--- src/rtl/lfsr_pkg.sv ---
// lfsr_pkg: shared constants, FSM state type and the maximal-length tap table
// used by every LFSR instance in the codebase.
package lfsr_pkg;

    localparam int LFSR_MIN_N = 3;
    localparam int LFSR_MAX_N = 32;
    localparam int LFSR_LEN_W = 16;

    typedef enum logic {
        IDLE = 1'b0,
        RUN  = 1'b1
    } lfsr_state_t;

    // Builds a mask from up to four 1-based stage numbers; 0 means "unused".
    function automatic logic [31:0] tap_bits(input int a, input int b, input int c, input int d);
        logic [31:0] m;
        m = '0;
        if (a > 0) m = m | (32'd1 << (a - 1));
        if (b > 0) m = m | (32'd1 << (b - 1));
        if (c > 0) m = m | (32'd1 << (c - 1));
        if (d > 0) m = m | (32'd1 << (d - 1));
        return m;
    endfunction

    // Maximal-length feedback taps; bit k-1 of the result selects stage k.
    function automatic logic [31:0] taps_mask(input int n);
        case (n)
            3:       return tap_bits(3, 2, 0, 0);
            4:       return tap_bits(4, 3, 0, 0);
            5:       return tap_bits(5, 3, 0, 0);
            6:       return tap_bits(6, 5, 0, 0);
            7:       return tap_bits(7, 6, 0, 0);
            8:       return tap_bits(8, 6, 5, 4);
            9:       return tap_bits(9, 5, 0, 0);
            10:      return tap_bits(10, 7, 0, 0);
            11:      return tap_bits(11, 9, 0, 0);
            12:      return tap_bits(12, 6, 4, 1);
            13:      return tap_bits(13, 4, 3, 1);
            14:      return tap_bits(14, 5, 3, 1);
            15:      return tap_bits(15, 14, 0, 0);
            16:      return tap_bits(16, 15, 13, 4);
            17:      return tap_bits(17, 14, 0, 0);
            18:      return tap_bits(18, 11, 0, 0);
            19:      return tap_bits(19, 6, 2, 1);
            20:      return tap_bits(20, 17, 0, 0);
            21:      return tap_bits(21, 19, 0, 0);
            22:      return tap_bits(22, 21, 0, 0);
            23:      return tap_bits(23, 18, 0, 0);
            24:      return tap_bits(24, 23, 22, 17);
            25:      return tap_bits(25, 22, 0, 0);
            26:      return tap_bits(26, 6, 2, 1);
            27:      return tap_bits(27, 5, 2, 1);
            28:      return tap_bits(28, 25, 0, 0);
            29:      return tap_bits(29, 27, 0, 0);
            30:      return tap_bits(30, 6, 4, 1);
            31:      return tap_bits(31, 28, 0, 0);
            32:      return tap_bits(32, 22, 2, 1);
            default: return '0;
        endcase
    endfunction

endpackage

--- src/rtl/lfsr_step.sv ---
// lfsr_step: combinational Fibonacci next-state plus lockup-safe seed.
// Bit index i of a vector holds stage i+1, so stage 1 is bit 0.
module lfsr_step
    import lfsr_pkg::*;
#(
    parameter int N    = 8,
    parameter bit XNOR = 1'b0
) (
    input  logic [N-1:0] cur,
    input  logic [N-1:0] seed,
    output logic [N-1:0] nxt,
    output logic [N-1:0] seed_safe
);

    localparam logic [31:0]  MASK   = taps_mask(N);
    localparam logic [N-1:0] TAPS   = MASK[N-1:0];
    localparam logic [N-1:0] LOCKUP = XNOR ? {N{1'b1}} : {N{1'b0}};
    localparam logic [N-1:0] Q_ONE  = {{(N-1){1'b0}}, 1'b1};

    logic fb;

    // Feedback is the parity of the tapped stages, inverted in XNOR mode.
    always_comb begin
        fb        = (^(cur & TAPS)) ^ XNOR;
        nxt       = {cur[N-2:0], fb};
        seed_safe = (seed == LOCKUP) ? Q_ONE : seed;
    end

endmodule

--- src/rtl/lfsr_gen.sv ---
// lfsr_gen: parametrised Fibonacci PRBS generator with seed load, free-run
// stepping, counted bursts and wrap detection against the last loaded state.
// Optional macro LFSR_PERIOD_CNT_EN adds the period output and step counter.
module lfsr_gen
    import lfsr_pkg::*;
#(
    parameter int N    = 8,
    parameter bit XNOR = 1'b0
) (
    input  logic                  clk,
    input  logic                  reset_n,
    input  logic                  en,
    input  logic                  load,
    input  logic [N-1:0]          seed,
    input  logic                  start,
    input  logic [LFSR_LEN_W-1:0] len,
    output logic [N-1:0]          q,
    output logic                  bit_out,
    output logic                  bit_valid,
    output logic                  busy,
    output logic                  done,
    output logic                  wrap
`ifdef LFSR_PERIOD_CNT_EN
    ,
    output logic [N-1:0]          period
`endif
);

    if ((N < LFSR_MIN_N) || (N > LFSR_MAX_N)) begin : g_n_check
        $error("lfsr_gen: N must be within 3..32");
    end

    localparam logic [N-1:0]          Q_ONE   = {{(N-1){1'b0}}, 1'b1};
    localparam logic [LFSR_LEN_W-1:0] CNT_ONE = {{(LFSR_LEN_W-1){1'b0}}, 1'b1};

    lfsr_state_t           state, state_nxt;
    logic [N-1:0]          q_r, ref_r, q_nxt, seed_safe;
    logic [LFSR_LEN_W-1:0] cnt;
    logic                  run, step, start_ok, done_nxt, wrap_hit;

    lfsr_step #(.N(N), .XNOR(XNOR)) u_step (
        .cur       (q_r),
        .seed      (seed),
        .nxt       (q_nxt),
        .seed_safe (seed_safe)
    );

    // Load overrides both stepping and burst start.
    assign run      = (state == RUN);
    assign start_ok = !load && !run && start && (len != '0);
    assign step     = !load && (run || en);
    assign wrap_hit = step && (q_nxt == ref_r);

    // Next-state: bursts end after the counter's last cycle or on load abort.
    always_comb begin
        state_nxt = state;
        done_nxt  = 1'b0;
        case (state)
            IDLE: if (start_ok) state_nxt = RUN;
            RUN: begin
                if (load) begin
                    state_nxt = IDLE;
                end else if (cnt == CNT_ONE) begin
                    state_nxt = IDLE;
                    done_nxt  = 1'b1;
                end
            end
            default: state_nxt = IDLE;
        endcase
    end

    // FSM state and the registered one-cycle pulses.
    always_ff @(posedge clk or negedge reset_n) begin
        if (!reset_n) begin
            state <= IDLE;
            done  <= 1'b0;
            wrap  <= 1'b0;
        end else begin
            state <= state_nxt;
            done  <= done_nxt;
            wrap  <= wrap_hit;
        end
    end

    // Shift register and reference value; both take the sanitised seed on load.
    always_ff @(posedge clk or negedge reset_n) begin
        if (!reset_n) begin
            q_r   <= Q_ONE;
            ref_r <= Q_ONE;
        end else if (load) begin
            q_r   <= seed_safe;
            ref_r <= seed_safe;
        end else if (step) begin
            q_r   <= q_nxt;
        end
    end

    // Burst counter: loaded on accepted start, counts down while running.
    always_ff @(posedge clk or negedge reset_n) begin
        if (!reset_n) begin
            cnt <= '0;
        end else if (start_ok) begin
            cnt <= len;
        end else if (run && !load) begin
            cnt <= cnt - CNT_ONE;
        end
    end

`ifdef LFSR_PERIOD_CNT_EN
    logic [N-1:0] step_cnt, step_cnt_inc;

    assign step_cnt_inc = step_cnt + Q_ONE;

    // Steps since the last reference hit; latched into period on each wrap.
    always_ff @(posedge clk or negedge reset_n) begin
        if (!reset_n) begin
            step_cnt <= '0;
            period   <= '0;
        end else if (load) begin
            step_cnt <= '0;
        end else if (step) begin
            if (wrap_hit) begin
                period   <= step_cnt_inc;
                step_cnt <= '0;
            end else begin
                step_cnt <= step_cnt_inc;
            end
        end
    end
`endif

    assign q         = q_r;
    assign bit_out   = q_r[N-1];
    assign bit_valid = run;
    assign busy      = run;

endmodule

--- config.mk ---
export PLATFORM = sky130hd
export DESIGN_NAME = lfsr_gen
export DESIGN_NICKNAME = d
export VERILOG_FILES = /design/src/rtl/lfsr_pkg.sv /design/src/rtl/lfsr_step.sv /design/src/rtl/lfsr_gen.sv
export SDC_FILE = /design/constraint.sdc
export NUM_CORES = 1
export LEC_CHECK = 0
export CORE_MARGIN = 3
export CORE_UTILIZATION = 51
export CTS_CLUSTER_DIAMETER = 200
export DETAILED_ROUTE_END_ITERATION = 10
export DONT_BUFFER_PORTS = 1
export PLACE_DENSITY = 0.74
export SYNTH_ARGS = -nofsm -noshare
export SYNTH_HDL_FRONTEND = slang
export SYNTH_HIERARCHICAL = 1
export SYNTH_SLANG_ARGS = --single-unit
export TNS_END_PERCENT = 10
--- constraint.sdc ---
create_clock -name clk -period 4.45 [get_ports clk]
set_input_delay 0.2225 -clock clk [delete_from_list [all_inputs] [get_ports clk]]
set_output_delay 0.2225 -clock clk [all_outputs]
set_load 0.02 [all_outputs]
==> results of run 1 <==
[critical path: cells and delay by family (launching register included)]
| kind | cells | cell delay [ps] |
|---|---|---|
| flip-flops | 1 | 600 |
| AND/OR/NAND/NOR | 3 | 1030 |
| multiplexers | 1 | 410 |
[cell type report]
| class | instances | area [µm²] |
|---|---|---|
| Fill cell | 341 | 1633 |
| Inverter | 11 | 41.29 |
| Timing Repair Buffer | 3 | 40.04 |
| Multi-Input combinational cell | 142 | 980.9 |
| Clock buffer | 6 | 72.57 |
| Tap cell | 48 | 60.06 |
| Clock inverter | 2 | 37.54 |
| Sequential cell | 35 | 878.3 |
[registers in the layout, summed over array words and instances, names as in the netlist]
signal,cells
q,8
cnt,16
bit_valid,1
done,1
wrap,1
ref_r,8
[kinds of logic after synthesis]
family	Yosys count	synth area share, %
and+or+nand+nor	67	18.89
AOI/OAI and AO/OA	47	16.12
buffers and inverters	36	8.554
DFF	35	43.20
xor gates and xnor gates	15	6.462
muxes	11	5.539
adders and majority gates	2	1.231
[report_power, final]
group | internal (mW) | total [mW] | leakage (nW) | switching [mW]
Combinational | 0.106 | 0.216 | 0.415 | 0.109
Clock | 0.167 | 0.290 | 0.0514 | 0.123
Sequential | 0.379 | 0.475 | 0.427 | 0.0954
Total | 0.653 | 0.981 | 0.893 | 0.328
[what timing repair did]
item / CTS / global route
hold endpoints to repair: 38 / 0
buffers inserted: 0 / 0
hold buffers: 3 / 0
resized for setup: 0 / 0
[Yosys cell counts (2+ instances only)]
| library cell | number | area (µm²) |
|---|---|---|
| a21oi_1 | 6 | 30.03 |
| nand3_1 | 5 | 25.02 |
| or4_1 | 2 | 15.01 |
| buf_4 | 10 | 75.07 |
| nand2b_1 | 2 | 12.51 |
| nand4b_1 | 2 | 17.52 |
| xnor2_1 | 9 | 78.83 |
| a32oi_1 | 2 | 17.52 |
| nor4_1 | 11 | 68.82 |
| ha_1 | 2 | 25.02 |
| mux2_2 | 2 | 22.52 |
| dfrtp_1 | 33 | 825.8 |
| a221o_1 | 5 | 50.05 |
| a211o_1 | 4 | 35.03 |
| nor3_1 | 7 | 35.03 |
| nand4_1 | 2 | 12.51 |
| or2_2 | 3 | 18.77 |
| nand2_1 | 15 | 56.30 |
| dfstp_2 | 2 | 52.55 |
| o21ai_0 | 19 | 95.09 |
| nor2_1 | 8 | 30.03 |
| mux2i_1 | 9 | 90.09 |
| xor2_1 | 6 | 52.55 |
| o31ai_1 | 2 | 15.01 |
| and2_1 | 2 | 12.51 |
| a21o_1 | 3 | 22.52 |
| inv_1 | 11 | 41.29 |
| clkbuf_1 | 13 | 48.80 |
[final timing paths]
path	cells after the start	to	startpoint	slack (ps)
min in group asynchronous	2	done	reset_n	370
max reg2reg	4	cnt[7]	bit_valid	2290
min	1	ref_r[3]	load	20
max	4	cnt[7]	bit_valid	2290
max in group asynchronous	2	q[0]	reset_n	3840
min reg2reg	2	ref_r[0]	ref_r[0]	480
[metal layers]
layer | global-route usage (%) | part of all wire [%]
met5 | 0 | 0
met4 | 9.544 | 1.8
met3 | 5.831 | 8.8
met2 | 29.87 | 45
met1 | 27.91 | 44
==> results.sh, run 1 <==
export IMPL_vias=1557
export IMPL_drv_cap=0
export IMPL_start_util_pct=54.31
export IMPL_cts_root_buffer="clkbuf_8"
export IMPL_tightest_slew_ps=950.8
export IMPL_cts_sinks=35
export IMPL_grt_pass1_vias=1569
export IMPL_status="completed"
export IMPL_post_route_util_pct=56.38
export IMPL_drt_drc_violations_left=0
export IMPL_rsz0062_at_grt="false"
export IMPL_via_per_inst=6.304
export IMPL_final_cell_mix="dfrtp_1 (33), o21ai_0 (19), nand2_1 (15), inv_1 (11), nor4_1 (11)"
export IMPL_clkTransAtPathRegs_ps=80
export IMPL_final_common_cell="dfrtp_1"
export IMPL_crit_path_frequent_cell="nor2_1"
export IMPL_max_stage_delay_ps=740
export IMPL_synth_area_per_cell_um2=9.546
export IMPL_setup_ws_ps=2287
export IMPL_finalInstanceArea_um2=2111
export IMPL_coreArea_um2=3744
export IMPL_power_density_nw_per_um2=464.6
export IMPL_fin_hold_ws_ps=23.30
export IMPL_synth_seq_cells=35
export IMPL_critical_path_arrival_ps=2340
export IMPL_grt_overflow=0
export IMPL_cpMaxStageDelayCell="nor2_1"
export IMPL_worst_setup_path_type="flip-flop to flip-flop"
export IMPL_die_y_um=69.14
export IMPL_dp_cells=236
export IMPL_yosysUniqueCellTypes=44
export IMPL_finalClockSkew_ps=12.22
export IMPL_grt_pass1_wl_um=7886
export IMPL_crit_chain="nor2_1 -> nand2_1 -> nor2_1 -> mux2_2"
export IMPL_worst_skew_pair_late_latency_ps=300
export IMPL_cts_max_level=2
export IMPL_portBuffers=0
export IMPL_wirelength_um=4637
export IMPL_hpwlAfterDp_um=3341
export IMPL_grt_max_degree=36
export IMPL_fin_cells=247
export IMPL_syn_area_um2=2033
export IMPL_ir_drop_uv=214.7
export IMPL_worstSetupEndpointType="flip-flop"
export IMPL_setup_violations_final=0
export IMPL_final_min_clock_period_ps=2163
export IMPL_max_slew_margin_pct=36.38
export IMPL_die_w_um=69.14
export IMPL_placed_cell_area_um2=1961
export IMPL_hold_viol_final=0
export IMPL_cp_required_ps=4630
export IMPL_antenna_cells=0
export IMPL_syn2layout_area_growth_pct=3.815
export IMPL_p_leak_nw=0.8930
export IMPL_seq_area_frac_synth_pct=43.20
export IMPL_track_usage_pct=20.45
export IMPL_netlist_instances=213
export IMPL_async_flop_share_pct=100.0
export IMPL_cts_buffer_depth=2
export IMPL_drtAntennaViolNets=0
export IMPL_startpoint_type="flip-flop"
export IMPL_final_layout_size_suffix_gt1_share_pct=10.55
export IMPL_clock_fmax_ghz=0.4624
export IMPL_nets=229
export IMPL_wl_per_cell_um=18.77
export IMPL_placementRows=22
export IMPL_synth_fp_nets=244
export IMPL_io_pin_count=42
export IMPL_hp_class="primary input to flip-flop"
export IMPL_antenna_found_initial=0
export IMPL_numCtsBuffers=5
export IMPL_maxSlewViolCount=0
export IMPL_dr_pass1_iters=4
export IMPL_synth_yosys_warnings=6
export IMPL_post_route_period_util_pct=48.60
export IMPL_crit_fanout=14
export IMPL_cts_tree="done"
export IMPL_power_mw=0.9807
export IMPL_drt_iter0_markers=152
export IMPL_dieArea_um2=4780
export IMPL_synth_edf_count=0
export IMPL_pre_cts_ws_ps=2310
export IMPL_place_congestion=0.9370
export IMPL_synth_ff_type="dfrtp_1"
export IMPL_finalSetupTns_ps=0
Note: power is estimated with default switching activity, not from simulation.
==> run 2, diff against run 1 <==
==> constraint.sdc (replaced) <==
create_clock -name clk -period 2.3 [get_ports clk]
set_input_delay 0.115 -clock clk [delete_from_list [all_inputs] [get_ports clk]]
set_output_delay 0.115 -clock clk [all_outputs]
set_load 0.02 [all_outputs]
==> run 2 against run 1 <==
  * Worst hold slack better by 6.0 ps
  * Global-route usage increased by 1.5 points
  * Setup slack got worse by 2000 ps
  * Die area is the same
  * Combinational power is 130% higher
  * Count of clock-buffer cells in the layout did not move
  * First-iteration DRC count grew 9.2%
  * Critical path depth did not move
  * Sequential share of layout area decreased by 4.4 points
  * Final area rose by 12%
  * Clock skew fell by 7.9 ps
  * Core utilization rose by 6.7 points
  * Largest cell class unchanged
  * Largest power group unchanged
==> results.sh, run 2 (synthesis results as in run 1) <==
export IMPL_setup_violations_final=0
export IMPL_hpwlAfterDp_um=3444
export IMPL_cts_sinks=35
export IMPL_final_layout_size_suffix_gt1_share_pct=13.22
export IMPL_antenna_cells=0
export IMPL_track_usage_pct=21.91
export IMPL_drtAntennaViolNets=0
export IMPL_nFillCells=321
export IMPL_internal_power_mw=1.223
export IMPL_cts_resized=0
export IMPL_clock_fmax_ghz=0.4920
export IMPL_power_density_nw_per_um2=797.9
export IMPL_grt_pass1_wl_um=8418
export IMPL_final_common_cell="dfrtp_1"
export IMPL_finalClockSkew_ps=4.323
export IMPL_drt_drc_violations_left=0
export IMPL_coreArea_um2=3744
export IMPL_io_pin_count=42
export IMPL_numCtsBuffers=5
export IMPL_holdPathStages=2
export IMPL_worst_skew_pair_late_latency_ps=290
export IMPL_hold_end="cnt[15]"
export IMPL_p_leak_nw=1.012
export IMPL_startpoint_type="flip-flop"
export IMPL_dr_pass1_iters=5
export IMPL_cts_tree="done"
export IMPL_tightest_slew_ps=778.4
export IMPL_worst_setup_path_type="flip-flop to flip-flop"
export IMPL_worstSetupEndpointType="flip-flop"
export IMPL_drt_iter0_markers=166
export IMPL_setup_ws_ps=267.6
export IMPL_cp_required_ps=2510
export IMPL_grt_pass1_vias=1704
export IMPL_wirelength_um=5000
export IMPL_die_w_um=69.14
export IMPL_post_route_period_util_pct=88.37
export IMPL_r2r_setup_slack_ps=270
export IMPL_pre_cts_ws_ps=387.0
export IMPL_dieArea_um2=4780
export IMPL_power_share_sequential_pct=48.4
export IMPL_portBuffers=0
export IMPL_start_util_pct=54.31
export IMPL_p_comb_share_pct=25.9
export IMPL_max_stage_delay_ps=710
export IMPL_reg2reg_depth=4
export IMPL_placementRows=22
export IMPL_die_y_um=69.14
export IMPL_finalSetupTns_ps=0
export IMPL_crit_chain="nor4_1 -> nand3_1 -> o32a_1 -> a21oi_1"
export IMPL_pwr_share_clk_pct=25.7
export IMPL_final_min_clock_period_ps=2032
export IMPL_final_cell_mix="dfrtp_1 (33), dlygate4sd3_1 (22), o21ai_0 (19), nand2_1 (15)"
export IMPL_rsz0062_at_grt="false"
export IMPL_grt_max_degree=36
export IMPL_r2r_start="cnt[4]"
export IMPL_drv_cap=0
export IMPL_power_mw=1.883
export IMPL_p_switching_mw=0.6599
export IMPL_cts_setup_buffers=0
export IMPL_maxSlewViolCount=0
export IMPL_place_congestion=0.9611
export IMPL_cpMaxStageDelayCell="nor4_1"
export IMPL_via_per_inst=6.276
export IMPL_antenna_found_initial=0
export IMPL_crit_fanout=6
export IMPL_nets=257
export IMPL_status="completed"
export IMPL_hp_class="primary input to flip-flop"
export IMPL_critical_path_arrival_ps=2250
export IMPL_fin_hold_ws_ps=29.30
export IMPL_top_register="cnt"
export IMPL_cts_max_level=2
export IMPL_switching_share_pct=35.05
export IMPL_cts_hold_buffers=23
export IMPL_vias=1726
export IMPL_largest_register_ffs=16
export IMPL_cts_buffer_depth=2
export IMPL_grt_overflow=0
export IMPL_clkTransAtPathRegs_ps=70
export IMPL_hold_viol_final=0
export IMPL_r2r_end="cnt[15]"
export IMPL_hp_start="len[15]"
export IMPL_wl_per_cell_um=18.18
export IMPL_syn2layout_area_growth_pct=16.06
export IMPL_ir_drop_uv=497.6
export IMPL_max_slew_margin_pct=47.63
export IMPL_cts_root_buffer="clkbuf_8"
[run 2: power groups by stage]
stage / logic [mW] / clock network, mW / registers (mW)
after CTS: 0.479 / 0.491 / 0.908
after detailed placement: 0.422 / 0 / 0.919
after floorplan: 0.397 / 0 / 0.872
after global routing: 0.538 / 0.514 / 0.934
final: 0.487 / 0.484 / 0.912
after global placement: 0.409 / 0 / 0.908
[run 2: worst max path at each step]
stage / start / to / slack [ps] / depth (start not counted)
after global placement: cnt[4] / cnt[12] / 440 / 4
after global routing: cnt[4] / cnt[15] / 100 / 4
after CTS: cnt[4] / cnt[14] / 380 / 4
after floorplan: bit_valid / cnt[8] / 440 / 6
final: cnt[4] / cnt[15] / 270 / 4
after detailed placement: cnt[4] / cnt[14] / 390 / 4
[run 2: cell type report]
cell class / count / area [µm²] / area share (%)
multi-input cells: 142 / 980.9 / 41.57
flip-flops and latches: 35 / 878.3 / 37.22
repair buffers: 31 / 300.3 / 12.73
clock buffers: 6 / 82.58 / 3.499
well taps: 48 / 60.06 / 2.545
inverters: 11 / 41.29 / 1.750
clock inverters: 2 / 16.27 / 0.6893
[run 2: critical path: cells and delay by family (launching register included)]
family	cells	cell delay, ps
simple gates	2	950
compound gates	2	560
flops	1	440
[run 2: through the flow]
step	cells	utilization [%]	cell area, µm²
2_1_floorplan	213	-	2033
3_3_place_gp	244	53.98	2021
3_5_place_dp	244	53.98	2021
4_1_cts	275	63.03	2360
5_1_grt	275	63.03	2360
6_report	275	63.03	2360
[run 2: routing by layer]
metal / GRT usage (%) / part of all wire, % / wire, µm
met5: 0 / 0 / 0
met3: 6.706 / 11 / 528
met2: 32.42 / 46 / 2284
met4: 7.375 / 1.9 / 97
met1: 30.50 / 42 / 2088
==> run 3, diff against run 2 <==
--- a/config.mk
+++ b/config.mk
@@ -10,7 +10,7 @@
 export CTS_CLUSTER_DIAMETER = 200
 export DETAILED_ROUTE_END_ITERATION = 10
 export DONT_BUFFER_PORTS = 1
-export PLACE_DENSITY = 0.74
+export PLACE_DENSITY = 0.77
 export SYNTH_ARGS = -nofsm -noshare
 export SYNTH_HDL_FRONTEND = slang
 export SYNTH_HIERARCHICAL = 1
==> constraint.sdc (replaced) <==
create_clock -name clk -period 1.84 [get_ports clk]
set_input_delay 0.092 -clock clk [delete_from_list [all_inputs] [get_ports clk]]
set_output_delay 0.092 -clock clk [all_outputs]
set_load 0.02 [all_outputs]
==> run 3 against run 2 <==
  * Clock skew increased by 1.9 ps
  * Critical path depth stayed put
  * Combinational power is 55% higher
  * Count of clock-buffer cells in the layout is 2 higher
  * Sequential share of layout area decreased by 1.9 points
  * Clock power increased by 27%
  * Core utilization grew 3.4 points
  * Critical endpoint is now cnt[12]
  * Largest cell class unchanged
==> results.sh, run 3 (synthesis results as in run 1) <==
export IMPL_grt_pass1_wl_um=8604
export IMPL_pwr_share_clk_pct=24.9
export IMPL_placementRows=22
export IMPL_final_layout_size_suffix_gt1_share_pct=19.42
export IMPL_io_pin_count=42
export IMPL_rsz0062_at_grt="false"
export IMPL_grt_overflow=0
export IMPL_antenna_cells=0
export IMPL_holdPathStages=3
export IMPL_grt_max_degree=36
export IMPL_cts_sinks=35
export IMPL_hp_start="seed[0]"
export IMPL_grt_util_met3_pct=5.539
export IMPL_internal_power_mw=1.647
export IMPL_hold_end="q[0]"
export IMPL_critical_path_arrival_ps=1930
export IMPL_via_per_inst=5.748
export IMPL_drt_drc_violations_left=0
export IMPL_nets=272
export IMPL_hp_class="primary input to flip-flop"
export IMPL_start_util_pct=54.31
export IMPL_status="completed"
export IMPL_drt_iter0_markers=89
export IMPL_r2r_setup_slack_ps=80
export IMPL_wl_per_cell_um=17.64
export IMPL_final_cell_mix="dfrtp_1 (32), dlygate4sd3_1 (23), buf_4 (22), o21ai_0 (19), nand2_1 (15)"
export IMPL_worst_setup_path_type="flip-flop to flip-flop"
export IMPL_finalSetupTns_ps=0
export IMPL_p_switching_mw=0.8262
export IMPL_hpwlAfterDp_um=3417
export IMPL_power_density_nw_per_um2=993.8
export IMPL_dr_pass1_iters=4
export IMPL_p_leak_nw=1.086
export IMPL_cp_required_ps=2010
export IMPL_wirelength_um=5117
export IMPL_setup_violations_final=0
export IMPL_drv_cap=0
export IMPL_multiInputGateArea_um2=992.2
export IMPL_cts_setup_buffers=0
export IMPL_worst_skew_pair_late_latency_ps=290
export IMPL_crit_chain="or4_4 -> nor3b_4 -> nand2_1 -> a221o_1"
export IMPL_dieArea_um2=4780
export IMPL_top_register="cnt"
export IMPL_startpoint_type="flip-flop"
export IMPL_clock_fmax_ghz=0.5687
export IMPL_crit_fanout=4
export IMPL_cts_tree="done"
export IMPL_p_comb_share_pct=30.5
export IMPL_nFillCells=289
export IMPL_syn2layout_area_growth_pct=22.40
export IMPL_portBuffers=0
export IMPL_switching_share_pct=33.41
export IMPL_tightest_slew_ps=764.1
export IMPL_clkTransAtPathRegs_ps=70
export IMPL_final_min_clock_period_ps=1758
export IMPL_post_route_period_util_pct=95.56
export IMPL_final_common_cell="dfrtp_1"
export IMPL_cts_root_buffer="clkbuf_8"
export IMPL_reg2reg_depth=4
export IMPL_max_stage_delay_ps=590
export IMPL_r2r_end="cnt[12]"
export IMPL_cpMaxStageDelayCell="or4_4"
export IMPL_post_route_util_pct=66.48
export IMPL_vias=1667
export IMPL_cts_max_level=2
export IMPL_numCtsBuffers=5
export IMPL_power_mw=2.473
export IMPL_grt_busiest_layer="met2"
export IMPL_r2r_start="cnt[4]"
export IMPL_die_y_um=69.14
export IMPL_grt_pass1_vias=1727
export IMPL_hold_viol_final=0
export IMPL_power_share_sequential_pct=44.5
export IMPL_track_usage_pct=22.37
export IMPL_startpoint="cnt[4]"
export IMPL_antenna_found_initial=0
export IMPL_use_met1_pct=29.96
export IMPL_cts_buffer_depth=2
export IMPL_finalClockSkew_ps=6.246
export IMPL_ir_drop_uv=820.8
export IMPL_maxSlewViolCount=0
export IMPL_worstSetupEndpointType="flip-flop"
export IMPL_grt_use_met2_pct=36.12
export IMPL_max_slew_margin_pct=48.89
export IMPL_coreArea_um2=3744
export IMPL_drtAntennaViolNets=0
export IMPL_die_w_um=69.14
export IMPL_place_congestion=0.9202
export IMPL_largest_register_ffs=16
export IMPL_register_area_um2=879.6
run 3: routing by layer:
metal,wire [µm],vias to the layer above
met4,55,0
met2,2542,53
met1,2228,795
met5,0,-
met3,291,5
li1,-,814
run 3: critical path: cells and delay by family (launching register included):
family,cells,cell delay [ps]
and+or+nand+nor,3,940
AOI/OAI and AO/OA,1,300
DFF,1,400
run 3: layout make-up:
type	count	share of cell area, %
inverters	11	1.659
flip-flops and latches	35	35.34
repair buffers	46	16.69
clock buffers	8	4.022
multi-input cells	142	39.87
well taps	48	2.413
run 3: stage by stage:
step | setup WS, ps | cells | cell area, µm² | hold WS (ps)
after floorplan | 42.93 | 213 | 2034 | -203.6
after global placement | 71.73 | 258 | 2126 | -202.4
after detailed placement | 48.38 | 258 | 2126 | -202.6
after CTS | 44.62 | 290 | 2476 | 17.76
after global routing | 1.940 | 290 | 2489 | 58.43
final | 81.62 | 290 | 2489 | 29.26
run 3: worst max-delay path by stage:
stage / to / slack [ps] / cells after the start
after floorplan: cnt[8] / 40 / 6
after global placement: cnt[12] / 70 / 4
after detailed placement: cnt[12] / 50 / 4
after CTS: cnt[12] / 40 / 4
after global routing: cnt[15] / 2 / 6
final: cnt[12] / 80 / 4
run 3: timing repair:
action                     CTS  global route
hold buffers                24             0
setup endpoints to repair    0            10
gates resized for setup      0             5
hold endpoints to repair    66             0
run 3: power groups by stage:
stage	clock (mW)	sequential [mW]	combinational (mW)
global placement	0	1.09	0.646
finish	0.617	1.10	0.754
global route	0.666	1.12	0.825
CTS	0.623	1.08	0.732
floorplan	0	1.09	0.497
detailed placement	0	1.10	0.663
